$ cat config.mk
export PLATFORM = sky130hd
export DESIGN_NAME = aec_arbiter
export DESIGN_NICKNAME = d
export VERILOG_FILES = /design/src/rtl/aec_pkg.sv /design/src/rtl/aec_rr_pick.sv /design/src/rtl/aec_arbiter.sv
export SDC_FILE = /design/constraint.sdc
export NUM_CORES = 1
export LEC_CHECK = 0
export CORE_ASPECT_RATIO = 0.75
export CORE_MARGIN = 10
export CORE_UTILIZATION = 43
export CTS_CLUSTER_DIAMETER = 150
export DETAILED_ROUTE_END_ITERATION = 10
export PLACE_DENSITY_LB_ADDON = 0.15
export SYNTH_ARGS = -nofsm -noshare
export SYNTH_HDL_FRONTEND = slang
export SYNTH_HIERARCHICAL = 1
export SYNTH_SLANG_ARGS = --single-unit
$ cat constraint.sdc
create_clock -name clk -period 2.79 [get_ports clk]
set_clock_uncertainty 0.2 [all_clocks]
set_input_delay 0.279 -clock clk [delete_from_list [all_inputs] [get_ports clk]]
set_output_delay 0.279 -clock clk [all_outputs]
set_load 0.01 [all_outputs]
$ cat src/rtl/aec_pkg.sv
// Shared constants and state encoding for the arithmetic-expression arbiter.
package aec_pkg;

  localparam logic [7:0] AsciiEq     = 8'h3D;
  localparam logic [7:0] AsciiLParen = 8'h28;
  localparam logic [7:0] AsciiRParen = 8'h29;
  localparam logic [7:0] AsciiMul    = 8'h2A;
  localparam logic [7:0] AsciiAdd    = 8'h2B;
  localparam logic [7:0] AsciiSub    = 8'h2D;

  localparam int unsigned MaxLenDefault  = 16;
  localparam int unsigned TimeoutDefault = 63;
  localparam int unsigned WaitCntW       = 6;

  typedef enum logic [1:0] {
    StIdle,
    StStream,
    StWait,
    StGap
  } aec_state_e;

endpackage

$ cat src/rtl/aec_rr_pick.sv
// Combinational round-robin picker: first set request after ptr, wrapping, as a one-hot grant.
module aec_rr_pick #(
  parameter int unsigned NREQ = 4,
  parameter int unsigned PtrW = (NREQ > 1) ? $clog2(NREQ) : 1
) (
  input  logic [NREQ-1:0] req,
  input  logic [PtrW-1:0] ptr,
  output logic [NREQ-1:0] grant,
  output logic            valid
);

  logic [PtrW-1:0] idx;

  always_comb begin
    grant = '0;
    valid = 1'b0;
    idx   = '0;
    for (int unsigned k = 1; k <= NREQ; k++) begin
      idx = PtrW'((32'(ptr) + k) % NREQ);
      if (!valid && req[idx]) begin
        grant[idx] = 1'b1;
        valid      = 1'b1;
      end
    end
  end

endmodule

$ cat src/rtl/aec_arbiter.sv
// Arbitrates NREQ expression streams onto one evaluator and routes its result back
// to the granted requester, with underrun, overflow and timeout recovery.
module aec_arbiter
  import aec_pkg::*;
#(
  parameter int unsigned NREQ    = 4,
  parameter int unsigned MAXLEN  = MaxLenDefault,
  parameter int unsigned TIMEOUT = TimeoutDefault
) (
  input  logic              clk,
  input  logic              rst,
  input  logic [NREQ-1:0]   req_valid,
  input  logic [8*NREQ-1:0] req_char,
  output logic [NREQ-1:0]   req_ack,
  output logic [NREQ-1:0]   resp_valid,
  output logic [6:0]        resp_result,
  output logic              resp_err,
  output logic              eval_ready,
  output logic [7:0]        eval_ascii,
  output logic              eval_clr,
  input  logic              eval_valid,
  input  logic [6:0]        eval_result
);

  localparam int unsigned PtrW = (NREQ > 1) ? $clog2(NREQ) : 1;
  localparam int unsigned CntW = $clog2(MAXLEN + 1);

  aec_state_e          state_q, state_d;
  // Holds the current grant and doubles as the round-robin pointer.
  logic [PtrW-1:0]     gnt_q, gnt_d;
  logic [CntW-1:0]     cnt_q, cnt_d;
  logic [WaitCntW-1:0] wait_q, wait_d;
  logic                err_q, err_d;
  logic [7:0]          ascii_q, ascii_d;
  logic                ready_q, ready_d;
  logic                clr_q, clr_d;
  logic [NREQ-1:0]     rv_q, rv_d;
  logic [6:0]          res_q, res_d;
  logic                rerr_q, rerr_d;

  logic [NREQ-1:0]     pick_gnt;
  logic                pick_valid;
  logic [PtrW-1:0]     pick_idx;
  logic                cur_valid;
  logic [7:0]          cur_char;

  aec_rr_pick #(
    .NREQ (NREQ),
    .PtrW (PtrW)
  ) u_pick (
    .req   (req_valid),
    .ptr   (gnt_q),
    .grant (pick_gnt),
    .valid (pick_valid)
  );

  always_comb begin
    pick_idx = '0;
    for (int unsigned i = 0; i < NREQ; i++) begin
      if (pick_gnt[i]) pick_idx = PtrW'(i);
    end
  end

  assign cur_valid = req_valid[gnt_q];
  assign cur_char  = req_char[{gnt_q, 3'b000} +: 8];

  always_comb begin
    state_d = state_q;
    gnt_d   = gnt_q;
    cnt_d   = cnt_q;
    wait_d  = wait_q;
    err_d   = err_q;
    ascii_d = 8'h00;
    ready_d = 1'b0;
    clr_d   = 1'b0;
    rv_d    = '0;
    res_d   = res_q;
    rerr_d  = rerr_q;
    req_ack = '0;

    case (state_q)
      StIdle: begin
        if (pick_valid) begin
          gnt_d   = pick_idx;
          cnt_d   = '0;
          state_d = StStream;
        end
      end

      StStream: begin
        ready_d = (cnt_q == '0);
        cnt_d   = cnt_q + 1'b1;
        if (cnt_q == CntW'(MAXLEN - 1)) begin
          // Length limit: terminate on the requester's behalf without consuming.
          ascii_d = AsciiEq;
          err_d   = 1'b1;
          wait_d  = '0;
          state_d = StWait;
        end else if (!cur_valid) begin
          // Underrun: the evaluator must never see a bubble, so close it now.
          ascii_d = AsciiEq;
          err_d   = 1'b1;
          wait_d  = '0;
          state_d = StWait;
        end else begin
          req_ack[gnt_q] = 1'b1;
          ascii_d        = cur_char;
          if (cur_char == AsciiEq) begin
            wait_d  = '0;
            state_d = StWait;
          end
        end
      end

      StWait: begin
        if (eval_valid) begin
          rv_d[gnt_q] = 1'b1;
          res_d       = eval_result;
          rerr_d      = err_q;
          state_d     = StGap;
        end else if (wait_q == WaitCntW'(TIMEOUT - 1)) begin
          rv_d[gnt_q] = 1'b1;
          res_d       = '0;
          rerr_d      = 1'b1;
          clr_d       = 1'b1;
          state_d     = StGap;
        end else begin
          wait_d = wait_q + 1'b1;
        end
      end

      StGap: begin
        err_d   = 1'b0;
        cnt_d   = '0;
        wait_d  = '0;
        state_d = StIdle;
      end

      default: state_d = StIdle;
    endcase
  end

  always_ff @(posedge clk or posedge rst) begin
    if (rst) begin
      state_q <= StIdle;
      gnt_q   <= PtrW'(NREQ - 1);
      cnt_q   <= '0;
      wait_q  <= '0;
      err_q   <= 1'b0;
      ascii_q <= 8'h00;
      ready_q <= 1'b0;
      clr_q   <= 1'b0;
      rv_q    <= '0;
      res_q   <= '0;
      rerr_q  <= 1'b0;
    end else begin
      state_q <= state_d;
      gnt_q   <= gnt_d;
      cnt_q   <= cnt_d;
      wait_q  <= wait_d;
      err_q   <= err_d;
      ascii_q <= ascii_d;
      ready_q <= ready_d;
      clr_q   <= clr_d;
      rv_q    <= rv_d;
      res_q   <= res_d;
      rerr_q  <= rerr_d;
    end
  end

  assign resp_valid  = rv_q;
  assign resp_result = res_q;
  assign resp_err    = rerr_q;
  assign eval_ready  = ready_q;
  assign eval_ascii  = ascii_q;
  assign eval_clr    = clr_q;

endmodule
* Word level (Yosys, flattened, before mapping)
Index checks and enable logic that the tools add are counted.
W data, S select, Z words.
** Storage, ports and cells
- Word-level logic and storage cells :: 132
- Input port bits :: 46
- Flip-flop bits (word level) :: 38
** Operators by class
- Shift-type cells :: 1
- Mux-type cells :: 66
- Reductions and logical operators :: 23
- Equality and inequality tests :: 12
- Bitwise logic cells :: 3
- Magnitude comparators :: 10
- Add/sub/neg operators :: 6
** Operator list (number)
- $mux W4 :: 10
- $shiftx A32 B6 Y8 :: 1
- $mux W6 :: 5
- $mux W8 :: 3
- $mux W1 :: 23
- $pmux W6 S3 :: 1
- $mux W2 :: 8
- $lt A2 B3 Y1 const B :: 5
- $pmux W5 S3 :: 1
- $mux W7 :: 2
- $or A4 B4 Y4 :: 3
- $bmux W1 S2 :: 5
- $demux W1 S2 :: 5
- $ge A2 B1 Y1 const B :: 5
- $eq A8 B6 Y1 const B :: 1
- $logic_and A1 B1 Y1 :: 8
- $pmux W2 S4 :: 1
- $reduce_and A2 Y1 :: 4
- $add A6 B1 Y6 const B :: 1
- $eq A6 B6 Y1 const B :: 1
- $ne A2 B2 Y1 const B :: 3
- $ne A3 B3 Y1 const B :: 2
- $reduce_bool A3 Y1 :: 2
- $add A5 B1 Y5 const B :: 1
- other kinds (14) :: 20

* Depth between registers and ports, before layout
- Depth in word-level cells :: 16
- Gate-level depth with buffers :: 10
- Depth with buffers taken out :: 9

* Modules after synthesis
The synthesis kept the hierarchy.
** Modules (own cells, without submodules)
- aec_arbiter :: instances 1, area an instance 2053.2 µm², cells each 187, sequential area each 953.4 µm²
- aec_rr_pick :: instances 1, area an instance 415.4 µm², cells each 48, sequential area each 0.0 µm²

* Least setup slack after synthesis
Ideal clock, no wire load.
- Path kind :: register to register
- From :: register gnt_q[1]
- To :: register gnt_q[0]
- Buffers on the path :: 1
- Setup slack :: 0.185 ns
- Cell stages (with the launch flop) :: 11
- Arrival :: 2.327 ns
- Path through :: dfstp_2 buf_6 inv_1 ha_1 mux2_2 nand4_1 o21ai_0 a221o_1 inv_1 a21oi_1 a31oi_1
** On the way
- Elaborated cells between the ends (all ways) :: 53
** RTL lines
- from (decl) :: RTL line aec_arbiter.sv:30 : logic [PtrW-1:0] gnt_q, gnt_d;
- from (signal assigned) :: RTL line aec_arbiter.sv:146 : gnt_q <= PtrW'(NREQ - 1);
- from (signal assigned) :: RTL line aec_arbiter.sv:158 : gnt_q <= gnt_d;
- branches (longest 12 deep; another with $lt A2 B3 Y1)
- $mux W4 * :: RTL line aec_rr_pick.sv:20 : if (!valid && req[idx]) begin
- net pick_gnt[2] :: RTL line aec_arbiter.sv:41 : logic [NREQ-1:0] pick_gnt;
- $mux W2 * (2 in a row) :: RTL line aec_arbiter.sv:60 : if (pick_gnt[i]) pick_idx = PtrW'(i);
Mark *: on every way through the listed nets, which the timed path passes. The select of a mux whose other input is x is not followed.
A chain may end at the register's enable or synchronous reset.

* Worst setup path after layout
- From :: register cnt_q[0]
- To :: output port req_ack[0]
** On the way
- Cells in the longest elaborated chain, start to end :: 3
** RTL lines
- from (decl) :: RTL line aec_arbiter.sv:31 : logic [CntW-1:0] cnt_q, cnt_d;
- from (signal assigned) :: RTL line aec_arbiter.sv:159 : cnt_q <= cnt_d;
- $eq A5 B4 Y1 :: RTL line aec_arbiter.sv:93 : if (cnt_q == CntW'(MAXLEN - 1)) begin
- $mux W4 :: RTL line aec_arbiter.sv:93
- $mux W4 :: RTL line aec_arbiter.sv:81 : case (state_q)
- to (decl) :: RTL line aec_arbiter.sv:14 : output logic [NREQ-1:0] req_ack,
Every way passes these cells.

==> results by group <==
Clock tree
  – Clk sinks: 38
  – Htree depth: 2
  – CTS tree: built
  – Number of post-CTS setup repair buffers: 0
  – CTS Hold Bufs: 0
  – Clk buf depth: 2
  – Worst-skew pair later-pin latency: 290 ps
  – Clk root buf: clkbuf_8
  – Total CTS buffers: 5
  – CTS resizes: 5
  – CTS clk-pin slew, worst paths: 80 ps

Critical path
  – R2r setup slk: 220 ps
  – CP startpoint kind: flip-flop
  – Worst reg-to-reg path cell count: 6
  – Crit path required time: 2310 ps
  – Crit Path Class: reg -> out
  – Critical path capture point type: output port
  – CP Max Fanout: 5
  – Worst R2R Start: gnt_q[0]
  – Worst path arrival time: 2110 ps
  – Capturing point of the worst reg2reg path: state_q[1]

Global routing
  – Vias in the first global route: roughly 2100
  – Initial antenna violation count: 0
  – First-pass GRT wire length: roughly 10000 um
  – GRT Total Usage: 0.139
  – Grt total ovfl: 0
  – Pin count of the biggest net entering global routing: 39

Logic synthesis
  – Avg Cell Area, Syn: approximately 11 um2
  – Mapped Area: 0.00243 mm2
  – Mapped Cells: 230
  – Syn_nets: between 200 and 300
  – Synth Warn #: 6

Timing
  – Final Max Tran Viols: 0
  – Slew @ Worst Pin: 578 ps
  – Final min period: 2580 ps
  – Slew Limit Headroom: 0.613
  – Final hold viol count: 0
  – Crit share post-route: 0.926
  – RSZ-0062 raised after global routing: no
  – Final setup vio count: 0
  – Setup TNS: 0 ps
  – FMAX: 0.387 GHz

Detailed routing
  – Drt via density: between 5 and 6
  – Drt first pass iters: 4
  – Post-Route WL: 6330 um
  – Antenna viol nets, final: 0
  – Wire length per cell: 16.2 um
  – Drt drc: 0
  – Vias: 2024
  – Initial DRC Count: 78

Placed design
  – RD Place Congestion: between 0.8 and 0.9
  – DP HPWL: 5080 um
  – Placed instance count: 383
  – IO Port Bufs: 71

Layout
  – Most frequent cells in the layout: 67 x clkdlybuf4s50_1, 36 x dfrtp_1, 21 x nor2_1
  – Share of layout cells above drive strength 1: 0.146
  – Final #Nets: 379
  – Layout fillers: 478
  – Area Overhead vs Synth: 39.2%
  – Antenna cell count: 0
  – Layout Cells excl Fill: 391
  – Commonest non-fill, non-tap cell in the layout: clkdlybuf4s50_1

Power and ir drop
  – Leakage: 1.51 nW
  – PD cells: 913 mW/mm2
  – VDD IR-drop max: 379 uV

Floorplanning
  – Die height: about 85 um
  – Starting Density: 0.449
  – Core Region: 0.00541 mm2
  – # IOs: 72
  – Row count: 23
  – DIE AREA: 0.00909 mm2
  – Die X: 107 um

Worst hold path
  – Worst Hold Class: in -> async

Run
  – Max Cap Viol: 0

Outcome
  – Status: completed
==> through the flow <==
stage	util	setup WS [ps]	power, mW	area [um2]	hold slack (ps)
after detailed placement	0.608	175	2.71	3290	276
after global placement	0.608	191	2.67	3290	261
after CTS	0.625	187	3.11	3380	216
after global routing	0.625	66.1	3.34	3380	260
after floorplan	-	227	2.07	2430	150
final	0.625	205	3.09	3380	204
==> power breakdown <==
part | switching [mW] | internal (mW)
registers | 0.120 | 0.740
clock network | 0.198 | 0.199
logic | 0.917 | 0.914
==> routing by layer <==
metal  part of all wire  vias to the layer above  track usage  wire length [um]
li1                   -                     1008            -                 -
met1               0.46                      968        0.185              2910
met2               0.48                       41        0.223              3070
met3              0.048                        7       0.0347               303
met4             0.0074                        0       0.0294                47
met5                  0                        -            0                 0
==> layout make-up <==
type	instances	area, um2	area share
clock buffers	6	82.6	0.0244
clock inverters	2	12.5	0.00370
inverters	20	75.1	0.0222
multi-input cells	165	1350	0.400
flip-flops and latches	38	953	0.282
well taps	75	93.8	0.0278
repair buffers	85	811	0.240
==> registers in the layout, indices dropped and copies added (netlist names) <==
register / cells
state_q: 2
err_q: 1
gnt_q: 2
eval_clr: 1
resp_err: 1
cnt_q: 5
wait_q: 6
resp_valid: 4
eval_ascii: 8
eval_ready: 1
resp_result: 7
==> worst max path at each step <==
stage | end | startpoint | cells past startpoint
after floorplan | gnt_q[0] | gnt_q[1] | 10
after global placement | req_ack[0] | req_valid[1] | 5
after detailed placement | req_ack[0] | req_valid[1] | 5
after CTS | gnt_q[0] | gnt_q[0] | 9
after global routing | gnt_q[0] | gnt_q[0] | 9
final | req_ack[0] | cnt_q[0] | 7
==> worst max-delay path: stages (launching register included) <==
cell	delay (ps)
dfrtp_1	420
ha_1	240
and3_1	190
ha_1	210
nor2b_2	160
nand2_1	140
nor3_1	150
dlygate4sd2_1	300
(Power assumes the default switching activity.)
